File: src/rtl/mips_pkg.sv
// Shared definitions for the multicycle MIPS controller.
//   - opcode constants (instr[31:26])
//   - funct constants (instr[5:0]) used by the ALU decoder
//   - 4-bit FSM state encoding
//   - internal aluop selector and 3-bit ALU operation codes
package mips_pkg;

    // Opcodes
    localparam logic [5:0] OP_LB    = 6'b100000;
    localparam logic [5:0] OP_SB    = 6'b101000;
    localparam logic [5:0] OP_RTYPE = 6'b000000;
    localparam logic [5:0] OP_BEQ   = 6'b000100;
    localparam logic [5:0] OP_J     = 6'b000010;
    localparam logic [5:0] OP_ADDI  = 6'b001000;

    // R-type funct codes
    localparam logic [5:0] FN_ADD = 6'b100000;
    localparam logic [5:0] FN_SUB = 6'b100010;
    localparam logic [5:0] FN_AND = 6'b100100;
    localparam logic [5:0] FN_OR  = 6'b100101;
    localparam logic [5:0] FN_SLT = 6'b101010;

    // ALU operation codes driven on alucontrol
    localparam logic [2:0] ALU_ADD = 3'b010;
    localparam logic [2:0] ALU_SUB = 3'b110;
    localparam logic [2:0] ALU_AND = 3'b000;
    localparam logic [2:0] ALU_OR  = 3'b001;
    localparam logic [2:0] ALU_SLT = 3'b111;

    // Internal selector from the FSM to the ALU decoder
    typedef enum logic [1:0] {
        ALUOP_ADD   = 2'b00,
        ALUOP_SUB   = 2'b01,
        ALUOP_FUNCT = 2'b10
    } aluop_t;

    typedef enum logic [3:0] {
        S_FETCH1  = 4'd0,
        S_FETCH2  = 4'd1,
        S_FETCH3  = 4'd2,
        S_FETCH4  = 4'd3,
        S_DECODE  = 4'd4,
        S_MEMADR  = 4'd5,
        S_LBRD    = 4'd6,
        S_LBWR    = 4'd7,
        S_SBWR    = 4'd8,
        S_RTYPEEX = 4'd9,
        S_RTYPEWR = 4'd10,
        S_BEQEX   = 4'd11,
        S_JEX     = 4'd12,
        S_ADDIEX  = 4'd13,
        S_ADDIWR  = 4'd14
    } state_t;

endpackage

File: src/rtl/alu_decoder.sv
// ALU control decoder.
//   aluop      in  2  00 add, 01 subtract, 10 decode funct
//   funct      in  6  instr[5:0]
//   alucontrol out 3  ALU operation code
// Unknown funct codes and the unused aluop value fall back to add.
module alu_decoder
    import mips_pkg::*;
(
    input  logic [1:0] aluop,
    input  logic [5:0] funct,
    output logic [2:0] alucontrol
);

    always_comb begin
        alucontrol = ALU_ADD;
        case (aluop)
            ALUOP_SUB: alucontrol = ALU_SUB;
            ALUOP_FUNCT: begin
                case (funct)
                    FN_ADD:  alucontrol = ALU_ADD;
                    FN_SUB:  alucontrol = ALU_SUB;
                    FN_AND:  alucontrol = ALU_AND;
                    FN_OR:   alucontrol = ALU_OR;
                    FN_SLT:  alucontrol = ALU_SLT;
                    default: alucontrol = ALU_ADD;
                endcase
            end
            default: alucontrol = ALU_ADD;
        endcase
    end

endmodule

File: src/rtl/mips_controller.sv
// Multicycle MIPS controller (Moore FSM) for an 8-bit datapath that
// fetches each 32-bit instruction one byte per cycle.
//   clk        in   1  rising-edge clock
//   reset      in   1  asynchronous, active-low
//   op, funct  in   6  instruction opcode / funct fields
//   zero       in   1  ALU-result-zero flag, used only for BEQ
//   alucontrol out  3  ALU operation
//   alusrca/alusrcb, iord, irwrite, memread, memwrite, memtoreg,
//   pcen, pcsource, regdst, regwrite  out  datapath controls
// While reset is low the state is FETCH1 but the fetch strobes
// (irwrite, memread, pcen) are held off so nothing is written.
module mips_controller
    import mips_pkg::*;
(
    input  logic       clk,
    input  logic       reset,
    input  logic [5:0] op,
    input  logic [5:0] funct,
    input  logic       zero,
    output logic [2:0] alucontrol,
    output logic       alusrca,
    output logic [1:0] alusrcb,
    output logic       iord,
    output logic [3:0] irwrite,
    output logic       memread,
    output logic       memwrite,
    output logic       memtoreg,
    output logic       pcen,
    output logic [1:0] pcsource,
    output logic       regdst,
    output logic       regwrite
);

    state_t     state;
    state_t     state_next;
    logic [1:0] aluop;
    logic [3:0] irwrite_raw;
    logic       memread_raw;
    logic       pcwrite;
    logic       branch;

    // NOTE: sequential state uses non-blocking assignment so every
    // flop samples its input before any of them updates.
    always_ff @(posedge clk or negedge reset) begin
        if (!reset) state <= S_FETCH1;
        else        state <= state_next;
    end

    // NOTE: every variable written here gets a default first, so no
    // path through the case statements can infer a latch.
    always_comb begin
        state_next = S_FETCH1;
        case (state)
            S_FETCH1: state_next = S_FETCH2;
            S_FETCH2: state_next = S_FETCH3;
            S_FETCH3: state_next = S_FETCH4;
            S_FETCH4: state_next = S_DECODE;
            S_DECODE: begin
                case (op)
                    OP_LB, OP_SB: state_next = S_MEMADR;
                    OP_RTYPE:     state_next = S_RTYPEEX;
                    OP_BEQ:       state_next = S_BEQEX;
                    OP_J:         state_next = S_JEX;
                    OP_ADDI:      state_next = S_ADDIEX;
                    default:      state_next = S_FETCH1;
                endcase
            end
            S_MEMADR:  state_next = (op == OP_LB) ? S_LBRD : S_SBWR;
            S_LBRD:    state_next = S_LBWR;
            S_RTYPEEX: state_next = S_RTYPEWR;
            S_ADDIEX:  state_next = S_ADDIWR;
            default:   state_next = S_FETCH1;
        endcase
    end

    // Moore outputs: a function of state only.
    always_comb begin
        aluop       = ALUOP_ADD;
        alusrca     = 1'b0;
        alusrcb     = 2'b00;
        iord        = 1'b0;
        irwrite_raw = 4'b0000;
        memread_raw = 1'b0;
        memwrite    = 1'b0;
        memtoreg    = 1'b0;
        pcsource    = 2'b00;
        regdst      = 1'b0;
        regwrite    = 1'b0;
        pcwrite     = 1'b0;
        branch      = 1'b0;
        case (state)
            S_FETCH1, S_FETCH2, S_FETCH3, S_FETCH4: begin
                // PC increments by one byte while each byte is latched.
                memread_raw = 1'b1;
                alusrcb     = 2'b01;
                pcwrite     = 1'b1;
                irwrite_raw = 4'b0001 << state[1:0];
            end
            S_DECODE: alusrcb = 2'b11;  // branch target into ALUOut
            S_MEMADR: begin
                alusrca = 1'b1;
                alusrcb = 2'b10;
            end
            S_LBRD: begin
                memread_raw = 1'b1;
                iord        = 1'b1;
            end
            S_LBWR: begin
                regwrite = 1'b1;
                memtoreg = 1'b1;
            end
            S_SBWR: begin
                memwrite = 1'b1;
                iord     = 1'b1;
            end
            S_RTYPEEX: begin
                alusrca = 1'b1;
                aluop   = ALUOP_FUNCT;
            end
            S_RTYPEWR: begin
                regwrite = 1'b1;
                regdst   = 1'b1;
            end
            S_BEQEX: begin
                alusrca  = 1'b1;
                aluop    = ALUOP_SUB;
                pcsource = 2'b01;
                branch   = 1'b1;
            end
            S_JEX: begin
                pcsource = 2'b10;
                pcwrite  = 1'b1;
            end
            S_ADDIEX: begin
                alusrca = 1'b1;
                alusrcb = 2'b10;
            end
            S_ADDIWR: regwrite = 1'b1;
            default: ;
        endcase
    end

    // Fetch strobes are suppressed combinationally during reset so the
    // forced FETCH1 state cannot load the IR, read memory or move the PC.
    assign irwrite = reset ? irwrite_raw : 4'b0000;
    assign memread = reset & memread_raw;
    assign pcen    = reset & (pcwrite | (branch & zero));

    alu_decoder u_alu_decoder (
        .aluop      (aluop),
        .funct      (funct),
        .alucontrol (alucontrol)
    );

endmodule

File: config.mk
export PLATFORM = sky130hd
export DESIGN_NAME = mips_controller
export DESIGN_NICKNAME = d
export VERILOG_FILES = /design/src/rtl/mips_pkg.sv /design/src/rtl/alu_decoder.sv /design/src/rtl/mips_controller.sv
export SDC_FILE = /design/constraint.sdc
export NUM_CORES = 1
export LEC_CHECK = 0
export ABC_AREA = 1
export BUFFER_PORTS_ARGS = -buffer_cell sky130_fd_sc_hd__buf_2
export CAP_MARGIN = 20
export CORE_MARGIN = 2
export CORE_UTILIZATION = 35
export DETAILED_ROUTE_END_ITERATION = 16
export PLACE_DENSITY = 0.69
export SYNTH_ARGS = -nofsm -noshare
export SYNTH_HDL_FRONTEND = slang
export SYNTH_SLANG_ARGS = --single-unit
File: constraint.sdc
create_clock -name clk -period 1.9 [get_ports clk]
set_input_delay 0.38 -clock clk [delete_from_list [all_inputs] [get_ports clk]]
set_output_delay 0.38 -clock clk [all_outputs]
set_load 0.05 [all_outputs]
==> run metrics, run 1 <==
status finished with violations; failing checks negative setup slack; Final Cycle Share 1.13; slowest stage delay, CP 380 ps; CP Launch Type register; LEAKAGE 0.568 nW; number of global-route vias before repair 810; Port Buffers 33; area share of the leading cell type in the synthesized netlist 0.190; via/cell ratio between 4 and 5; RSZ-0062 raised after global routing true; clk slew on worst S/H paths 40 ps; first-pass GRT wire length 3200 µm; clk_skew 8.44 ps; Max Slew Vio Count 0; Most flops, register state; total number of yosys warnings 0; most frequent cells in the layout buf_4 (24), nand2_1 (22), nor2_1 (20); Worst Hold Margin 511 ps; I/O pins 34; area of the multi-input gates 478 µm²; drt wl/cell between 10 and 15 µm; layout cells sized above 1 0.509; largest registers state (4); Avg Inst Size Synth 5.16 µm²; 1st-iter DRT viols 13; Fill cells 128; P per Cell Area 1340 mW/mm²; CP Cell Sequence inv_2 -> nand2_4 -> nor2_4 -> inv_2 -> ha_4 -> inv_2 -> nand2_2 -> nor2_4 -> nand2_2 -> o22ai_4 -> buf_6; crit path max fanout 3; max reg flops 4; DP Area around 880 µm²; clk buf depth 2; Clock Sinks 4; grt ovf 0; Final ANT Viol Nets 0; WL final 2090 µm; GPL Wtd Cong 0.793; Clock Power Share 0.074; Peak VDD IR 0.927 mV; Logic pwr share 0.814; Synth Register Bits 4; Yosys cell types 15; Syn Inst Count 107; Clock H-tree levels 1; min Tclk post-route 2160 ps; Seq pwr share 0.112; sw frac 0.561; Die X ~44 µm; Die Area 0.00191 mm²; post-DP HPWL 1450 µm; sequential area share after synthesis 0.181; TritonCTS buffer count 3; commonest non-fill, non-tap cell in the layout buf_4; Mapped Nets 124; Slowest-stage cell, CP dfrtp_1; worst hold path class input port to register; top cells by area, synth nand2_1 (19%), dfrtp_1 (18%), nor2_1 (18%), inv_1 (14%), nand3_1 (8.2%); Core ar. 0.00149 mm²; Max Cap Violations 0; die span in y 43.7 µm; Starting Density 0.371; Reg area 101 µm²; switching power total 816 µW; GRT Util Overall 0.225; CTS root buf clkbuf_4; Final setup viols 4; largest net degree at the start of global routing 7; Hold Vio Cnt, Final 0; CTS tree done; Crit path top cell by count inv_2; vias 861; worst path required time 1520 ps; Post-route DRC 0; Worst-Skew Late Latency 240 ps; critical path class register to primary output; Slew headroom 0.836; initial antenna violation count 0; P_int 638 µW; worst path arrival time 1780 ps; first-pass detailed-route iteration total 4; Final #Nets 182; Post-Synthesis Cell Area 552 µm²; fin area 0.00108 mm²; synth-to-layout area growth 96.6%; leading area contributor after synthesis nand2_1; Worst-Margin Slew 245 ps; Rows 14; Fmax achieved roughly 460 MHz; # diodes 0; Worst setup EP type primary output; Final WS setup -256 ps
final timing paths:
path,to,cells past startpoint,slack [ps],from
min,state[1],5,510,op[2]
min in group asynchronous,state[2],2,550,reset
max in group asynchronous,state[0],2,1140,reset
max,alucontrol[0],11,-260,state[2]
min reg2reg,state[3],5,850,state[3]
max reg2reg,state[1],11,280,state[0]
worst max-delay path, delay by kind of cell (launching register included):
family	cells	cell delay (ps)
buf+inv	4	380
fa+ha+maj	1	230
flops	1	380
compound gates	1	150
simple gates	5	390
per-layer routing:
layer | GRT usage | routed length [µm]
met1 | 0.243 | 825
met2 | 0.421 | 1110
met3 | 0.0583 | 125
met4 | 0.0667 | 21
met5 | 0 | 0
metrics by stage:
stage | utilization | TNS (ps) | cells | worst slack (ps) | total power, mW
final | 0.729 | -622 | 179 | -256 | 1.45
after global routing | 0.729 | -1010 | 179 | -345 | 1.54
after CTS | 0.689 | -556 | 177 | -248 | 1.33
after detailed placement | 0.588 | -263 | 166 | -180 | 1.05
after global placement | 0.588 | -192 | 166 | -139 | 1.05
after floorplan | - | -549 | 107 | -190 | 0.775
area by class of cell:
cell class,count,share of cell area
inverters,21,0.0750
flip-flops and latches,4,0.0934
well taps,16,0.0185
repair buffers,53,0.352
multi-input cells,82,0.441
clock buffers,3,0.0208
logic make-up (layout without fill, tap and decap cells):
| family | count (synthesis) | in the layout | synth area share |
|---|---|---|---|
| and+or+nand+nor | 68 | 68 | 0.512 |
| AOI/OAI and AO/OA | 12 | 12 | 0.118 |
| DFF | 4 | 4 | 0.181 |
| buffers and inverters | 21 | 77 | 0.143 |
| adders and majority gates | 2 | 2 | 0.0453 |
power by group through the flow:
stage          registers (mW)  logic, mW  clock network (mW)
2_1_floorplan           0.162      0.613                   0
3_3_place_gp            0.149      0.897                   0
3_5_place_dp            0.152      0.901                   0
4_1_cts                 0.155       1.06               0.110
5_1_grt                 0.167       1.25               0.116
6_report                0.163       1.18               0.108
Yosys cell counts, drive strengths merged:
| library cell | instances |
|---|---|
| nand2 | 29 |
| nor2 | 28 |
| inv | 21 |
| nand3 | 9 |
| o21ai | 6 |
| dfrtp | 4 |
| a21oi | 3 |
| ha | 2 |
| o22ai | 2 |
| a211oi | 1 |
| nand4 | 1 |
| nor3 | 1 |
timing repair:
action                                  4_1_cts  5_1_grt
setup buffers                                 7        2
endpoints found under the setup margin        5       17
gates resized for setup                      22       23
pin swaps                                     8        3
endpoints found under the hold margin         4        0
hold buffers                                  1        0
cloned                                        0        0
(Power assumes the default switching activity.)
==> run 2: changes to the inputs <==
--- a/config.mk
+++ b/config.mk
@@ -5,13 +5,13 @@
 export SDC_FILE = /design/constraint.sdc
 export NUM_CORES = 1
 export LEC_CHECK = 0
-export ABC_AREA = 1
 export BUFFER_PORTS_ARGS = -buffer_cell sky130_fd_sc_hd__buf_2
 export CAP_MARGIN = 20
 export CORE_MARGIN = 2
 export CORE_UTILIZATION = 35
 export DETAILED_ROUTE_END_ITERATION = 16
-export PLACE_DENSITY = 0.69
+export PLACE_DENSITY = 0.67
+export RECOVER_POWER = 50
 export SYNTH_ARGS = -nofsm -noshare
 export SYNTH_HDL_FRONTEND = slang
 export SYNTH_SLANG_ARGS = --single-unit
==> run 2 against run 1 <==
The flow still finishes with violations (negative setup slack). Fmax decreased by 4.2%. Sequential cell count unchanged. Largest power group unchanged. Power decreased by 1.7%. Register-to-register slack improved by 320 ps.
==> run metrics, run 2 <==
Die Area 0.00206 mm² (was 0.00191 mm²); 1st-iter DRT viols 8 (was 13); largest family of logic cells by synthesized area simple AND/OR/NAND/NOR gates (unchanged); Fmax achieved 444 MHz (was 464 MHz); Die X 45.4 µm (was 43.7 µm); fin area 0.00106 mm² (was 0.00108 mm²); area share of the leading cell type in the synthesized netlist 0.167 (was 0.190); total number of yosys warnings 0 (unchanged); # diodes 0 (unchanged); Max Cap Violations 0 (unchanged); top cells by count, synth nor2_1 (17), a21oi_1 (7), nand2_1 (7), inv_1 (6), nor2b_1 (5) (was nand2_1 (28), nor2_1 (26), inv_1 (20), nand3_1 (9), o21ai_0 (6)); Mapped Nets 103 (was 124); grt ovf 0 (unchanged); worst path arrival time 1870 ps (was 1780 ps); worst path required time 1520 ps (about the same); Top FF cell, synth dfrtp_1 (unchanged); CP Cell Sequence nand2b_4 -> or2_4 -> inv_2 -> ha_4 -> nand3b_1 -> o22ai_4 -> buf_6 (was inv_2 -> nand2_4 -> nor2_4 -> inv_2 -> ha_4 -> inv_2 -> nand2_2 -> nor2_4 -> nand2_2 -> o22ai_4 -> buf_6); synth-to-layout area growth 76.2% (was 96.6%); Final setup viols 7 (was 4); Synth Register Bits 4 (unchanged); clk buf depth 2 (unchanged); top cells by area, synth dfrtp_1 (17%), nor2_1 (11%), a21oi_1 (5.8%), nor2b_1 (5.2%), buf_4 (5.0%) (was nand2_1 (19%), dfrtp_1 (18%), nor2_1 (18%), inv_1 (14%), nand3_1 (8.2%)); number of global-route vias before repair 688 (was 810); Clock H-tree levels 1 (unchanged); CP delay by family, top simple AND/OR/NAND/NOR gates (unchanged); Starting Density 0.384 (was 0.371); leading area contributor after synthesis dfrtp_1 (was nand2_1); GRT Util Overall 0.194 (was 0.225); worst path bufs/invs 2 (was 4); P per Cell Area 1350 mW/mm² (was 1340 mW/mm²); Slew headroom 0.792 (was 0.836); Avg Inst Size Synth 6.97 µm² (was 5.16 µm²); simple-gate share of the synthesized area 0.476 (was 0.512); vias 793 (was 861); drt wl/cell 12.8 µm (was 11.7 µm); Worst-Skew Late Latency 230 ps (was 240 ps); layout cells sized above 1 0.522 (was 0.509); die span in y 45.4 µm (was 43.7 µm); Compound-Gate Fraction of Synth Area 0.213 (was 0.118); area share of fa/ha/maj cells after synthesis 0.0418 (was 0.0454); failing checks negative setup slack (unchanged); via/cell ratio 5.22 (was 4.81); Worst-Margin Slew 309 ps (was 245 ps); first-pass GRT wire length 2970 µm (was 3200 µm); RSZ-0062 raised after global routing true (unchanged); Post-route DRC 0 (unchanged); post-DP HPWL 1470 µm (was 1450 µm); Core ar. 0.00156 mm² (was 0.00149 mm²); max reg flops 4 (unchanged); Final ANT Viol Nets 0 (unchanged); clk slew on worst S/H paths 40 ps (about the same); number of synthesized flops with an enable pin 0 (unchanged); first-pass detailed-route iteration total 4 (unchanged); Rows 14 (unchanged); Worst setup EP type primary output (unchanged); slowest stage delay, CP 370 ps (was 380 ps); portion of netlist area occupied by mux cells 0 (unchanged); Max Slew Vio Count 0 (unchanged); Peak VDD IR 0.659 mV (was 0.927 mV); Yosys cell types 34 (was 15); Slowest-stage cell, CP dfrtp_1 (unchanged); I/O pins 34 (unchanged); crit path max fanout 3 (unchanged); Syn Inst Count 86 (was 107); Post-Synthesis Cell Area 599 µm² (was 552 µm²); most frequent cells in the layout buf_2 (18), buf_4 (17), nor2_1 (15) (was buf_4 (24), nand2_1 (22), nor2_1 (20)); largest registers state (4) (unchanged); DP Area 913 µm² (was 876 µm²); initial antenna violation count 0 (unchanged); min Tclk post-route 2250 ps (was 2160 ps); GPL Wtd Cong 0.780 (was 0.793); CTS root buf clkbuf_4 (unchanged); Most flops, register state (unchanged); clk_skew 0.152 ps (was 8.44 ps); TNS Setup -1110 ps (was -622 ps); sequential area share after synthesis 0.167 (was 0.181); Final Cycle Share 1.18 (was 1.13); XOR/XNOR Fraction of Synth Area 0.0146 (was 0); CTS tree done (unchanged); Final WS setup -351 ps (was -256 ps); Port Buffers 33 (unchanged); WL final 1940 µm (was 2090 µm); top-count cell post-synth nor2_1 (was nand2_1); Final #Nets 155 (was 182); Clock Sinks 4 (unchanged); reg2reg setup slack 600 ps (was 280 ps); status finished with violations (unchanged); TritonCTS buffer count 3 (unchanged); critical path class register to primary output (unchanged); Synth async-reset ratio 1.00 (unchanged); LEAKAGE 0.474 nW (was 0.568 nW); Hold Vio Cnt, Final 0 (unchanged); CP Launch Type register (unchanged); largest net degree at the start of global routing 13 (was 7); worst hold path class input port to register (unchanged); commonest non-fill, non-tap cell in the layout buf_2 (was buf_4)
run 2: path summary, 6_finish.rpt:
| kind | startpoint | end | cells after the start |
|---|---|---|---|
| setup reg to reg | state[1] | state[3] | 5 |
| hold reg to reg | state[0] | state[0] | 2 |
| max in group asynchronous | reset | state[0] | 2 |
| hold / removal | op[2] | state[1] | 3 |
| setup / recovery | state[2] | alucontrol[2] | 7 |
| min in group asynchronous | reset | state[2] | 2 |
run 2: what timing repair did:
| action | in CTS | in global routing |
|---|---|---|
| gates resized for setup | 13 | 23 |
| buffers inserted | 3 | 1 |
| pin swaps | 2 | 1 |
| hold buffers | 1 | 0 |
| setup endpoints to repair | 6 | 14 |
| hold endpoints to repair | 4 | 0 |
run 2: cell families (layout without fill, tap and decap cells):
family          Yosys count  count (layout)
fa+ha+maj                 2               2
buf+inv                  10              60
xor+xnor                  1               1
simple gates             50              50
compound gates           19              19
flops                     4               4
run 2: power by group:
| group | switching, mW | internal, mW |
|---|---|---|
| Sequential | 0.0422 | 0.124 |
| Clock | 0.0335 | 0.0706 |
| Combinational | 0.684 | 0.475 |
run 2: layer usage:
layer | part of all wire | wire length, µm | GRT usage
met5 | 0 | 0 | 0
met3 | 0.035 | 67 | 0.0238
met1 | 0.44 | 863 | 0.244
met4 | 0 | 0 | 0.0353
met2 | 0.52 | 1010 | 0.352
run 2: cell type report:
type,count,area [µm²]
fillers,138,503
clock buffers,3,22.5
inverters,6,22.5
repair buffers,51,369
well taps,16,20.0
multi-input cells,72,520
flip-flops and latches,4,101
run 2: worst register-to-register path: stages (launching register included):
cell	delay, ps
dfrtp_1	390
clkbuf_1	190
clkbuf_4	180
nand3b_1	180
a21o_2	200
o211ai_1	80
run 2: through the flow:
| stage | worst slack, ps | total power, mW | cells | hold WS, ps | util |
|---|---|---|---|---|---|
| floorplan | -187 | 0.915 | 86 | 84.4 | - |
| global placement | -152 | 1.17 | 145 | 217 | 0.586 |
| detailed placement | -199 | 1.19 | 145 | 217 | 0.586 |
| CTS | -347 | 1.37 | 152 | 477 | 0.649 |
| global route | -429 | 1.53 | 152 | 523 | 0.677 |
| finish | -351 | 1.43 | 152 | 490 | 0.677 |
==> run 3: changes to the inputs <==
--- a/config.mk
+++ b/config.mk
@@ -12,6 +12,7 @@
 export DETAILED_ROUTE_END_ITERATION = 16
 export PLACE_DENSITY = 0.67
 export RECOVER_POWER = 50
+export SKIP_LAST_GASP = 1
 export SYNTH_ARGS = -nofsm -noshare
 export SYNTH_HDL_FRONTEND = slang
 export SYNTH_SLANG_ARGS = --single-unit
==> run 3 against run 2 <==
The run still ends with negative setup slack left. Combinational power about the same. Count of clock-buffer cells in the layout unchanged. Die area stayed put. First-iteration DRC count decreased by 38%. Largest power group unchanged. Highest routed layer unchanged.
==> run metrics, run 3 (synthesis results as in run 2) <==
min Tclk post-route 2250 ps (about the same); Peak VDD IR 0.657 mV (was 0.659 mV); Worst-Margin Slew 313 ps (was 309 ps); commonest non-fill, non-tap cell in the layout buf_2 (unchanged); status finished with violations (unchanged); final non-filler cell total 152 (unchanged); Die X 45.4 µm (unchanged); CTS root buf clkbuf_4 (unchanged); P per Cell Area 1360 mW/mm² (was 1350 mW/mm²); Slowest-stage cell, CP dfrtp_1 (unchanged); Worst setup EP type primary output (unchanged); vias 797 (was 793); Final WS setup -347 ps (was -351 ps); Die Area 0.00206 mm² (unchanged); via/cell ratio 5.24 (was 5.22); post-DP HPWL 1470 µm (unchanged); Post-Place Cells 145 (unchanged); Core ar. 0.00156 mm² (unchanged); Final #Nets 155 (unchanged); synth-to-layout area growth 74.5% (was 76.2%); critical path class register to primary output (unchanged); worst path arrival time 1870 ps (about the same); clk slew on worst S/H paths 40 ps (about the same); 1st-iter DRT viols 5 (was 8); first-pass detailed-route iteration total 4 (unchanged); worst path required time 1520 ps (about the same); Final Cycle Share 1.18 (about the same); DP Area 913 µm² (unchanged); crit path max fanout 3 (unchanged); WL final 1930 µm (was 1940 µm); Max Slew Vio Count 0 (unchanged); Most flops, register state (unchanged); Final setup viols 8 (was 7); Clock H-tree levels 1 (unchanged); drt wl/cell 12.7 µm (was 12.8 µm); CP Cell Sequence nand2b_4 -> or2_4 -> inv_2 -> ha_4 -> nand3b_1 -> o22ai_4 -> buf_6 (unchanged); Max Cap Violations 0 (unchanged); max reg flops 4 (unchanged); Hold Vio Cnt, Final 0 (unchanged); CP delay by family, top simple AND/OR/NAND/NOR gates (unchanged); grt ovf 0 (unchanged); CTS tree done (unchanged); clk_skew 0.466 ps (was 0.152 ps); Slew headroom 0.790 (was 0.792); Port Buffers 33 (unchanged); layout cells sized above 1 0.522 (unchanged); # diodes 0 (unchanged); I/O pins 34 (unchanged); CP Launch Type register (unchanged); Starting Density 0.384 (unchanged); initial antenna violation count 0 (unchanged); worst hold path class input port to register (unchanged); Worst-Skew Late Latency 230 ps (about the same); Final ANT Viol Nets 0 (unchanged); Fill cells 143 (was 138); Clock Sinks 4 (unchanged); slowest stage delay, CP 370 ps (about the same); failing checks negative setup slack (unchanged); number of global-route vias before repair 688 (unchanged); clk buf depth 2 (unchanged); TritonCTS buffer count 3 (unchanged); Post-route DRC 0 (unchanged); largest net degree at the start of global routing 13 (unchanged); GRT Util Overall 0.194 (unchanged); Rows 14 (unchanged); fin area 0.00105 mm² (was 0.00106 mm²); die span in y 45.4 µm (unchanged); first-pass GRT wire length 2970 µm (unchanged); largest registers state (4) (unchanged); Fmax achieved 445 MHz (was 444 MHz); LEAKAGE 0.471 nW (was 0.474 nW); RSZ-0062 raised after global routing true (unchanged); most frequent cells in the layout buf_2 (19), nor2_1 (15), buf_4 (15) (was buf_2 (18), buf_4 (17), nor2_1 (15)); worst path bufs/invs 2 (unchanged); GPL Wtd Cong 0.780 (unchanged)
==> run 3: cell types whose count changed in the layout (fill, tap and decap cells not counted) <==
cell,delta
buf_2,+1
clkbuf_4,+1
buf_6,+2
buf_8,-2
buf_4,-2
==> run 3: what timing repair did <==
action	in CTS	in global routing
setup endpoints to repair	6	14
resized for setup	13	18
hold buffers	1	0
hold endpoints to repair	4	0
setup buffers	3	1
pin swaps	2	1
==> run 3: per-layer routing <==
layer / GRT usage / routed length [µm] / vias to the layer above
li1: - / - / 406
met1: 0.244 / 842 / 360
met2: 0.352 / 998 / 31
met3: 0.0238 / 89 / 0
met4: 0.0353 / 0 / 0
met5: 0 / 0 / -
==> run 3: final timing paths <==
| check | start | endpoint | slack (ps) | cells past startpoint |
|---|---|---|---|---|
| hold / removal | op[2] | state[1] | 510 | 3 |
| min in group asynchronous | reset | state[2] | 660 | 2 |
| max in group asynchronous | reset | state[0] | 1060 | 2 |
| hold reg to reg | state[0] | state[0] | 670 | 2 |
| setup reg to reg | state[1] | state[3] | 600 | 5 |
| setup / recovery | state[2] | alucontrol[2] | -350 | 7 |
==> run 3: final cells by class <==
cell class                      count  area (µm²)  share of cell area
Inverter                            6        22.5              0.0215
Clock buffer                        3        22.5              0.0215
Tap cell                           16        20.0              0.0191
Timing Repair Buffer               51         359               0.343
Multi-Input combinational cell     72         520               0.498
Sequential cell                     4         101              0.0969
==> run 3: report_power, final <==
group	switching [mW]	leakage, nW	internal (mW)
clock	0.0336	0.0138	0.0706
combinational	0.686	0.407	0.466
sequential	0.0419	0.0500	0.124
==> run 3: metrics by stage <==
step,hold WS [ps],setup WS [ps],utilization,TNS [ps],power [mW]
global placement,217,-152,0.586,-269,1.17
CTS,477,-347,0.649,-980,1.37
detailed placement,217,-199,0.586,-397,1.19
finish,506,-347,0.671,-1130,1.42
global route,523,-428,0.671,-1960,1.52
floorplan,84.4,-187,-,-358,0.915
==> run 3: worst reg2reg max path, delay by kind of cell (launching register included) <==
kind,cells,cell delay (ps)
flip-flops,1,390
AO/OA/AOI/OAI,2,280
AND/OR/NAND/NOR,1,180
buffers and inverters,2,360
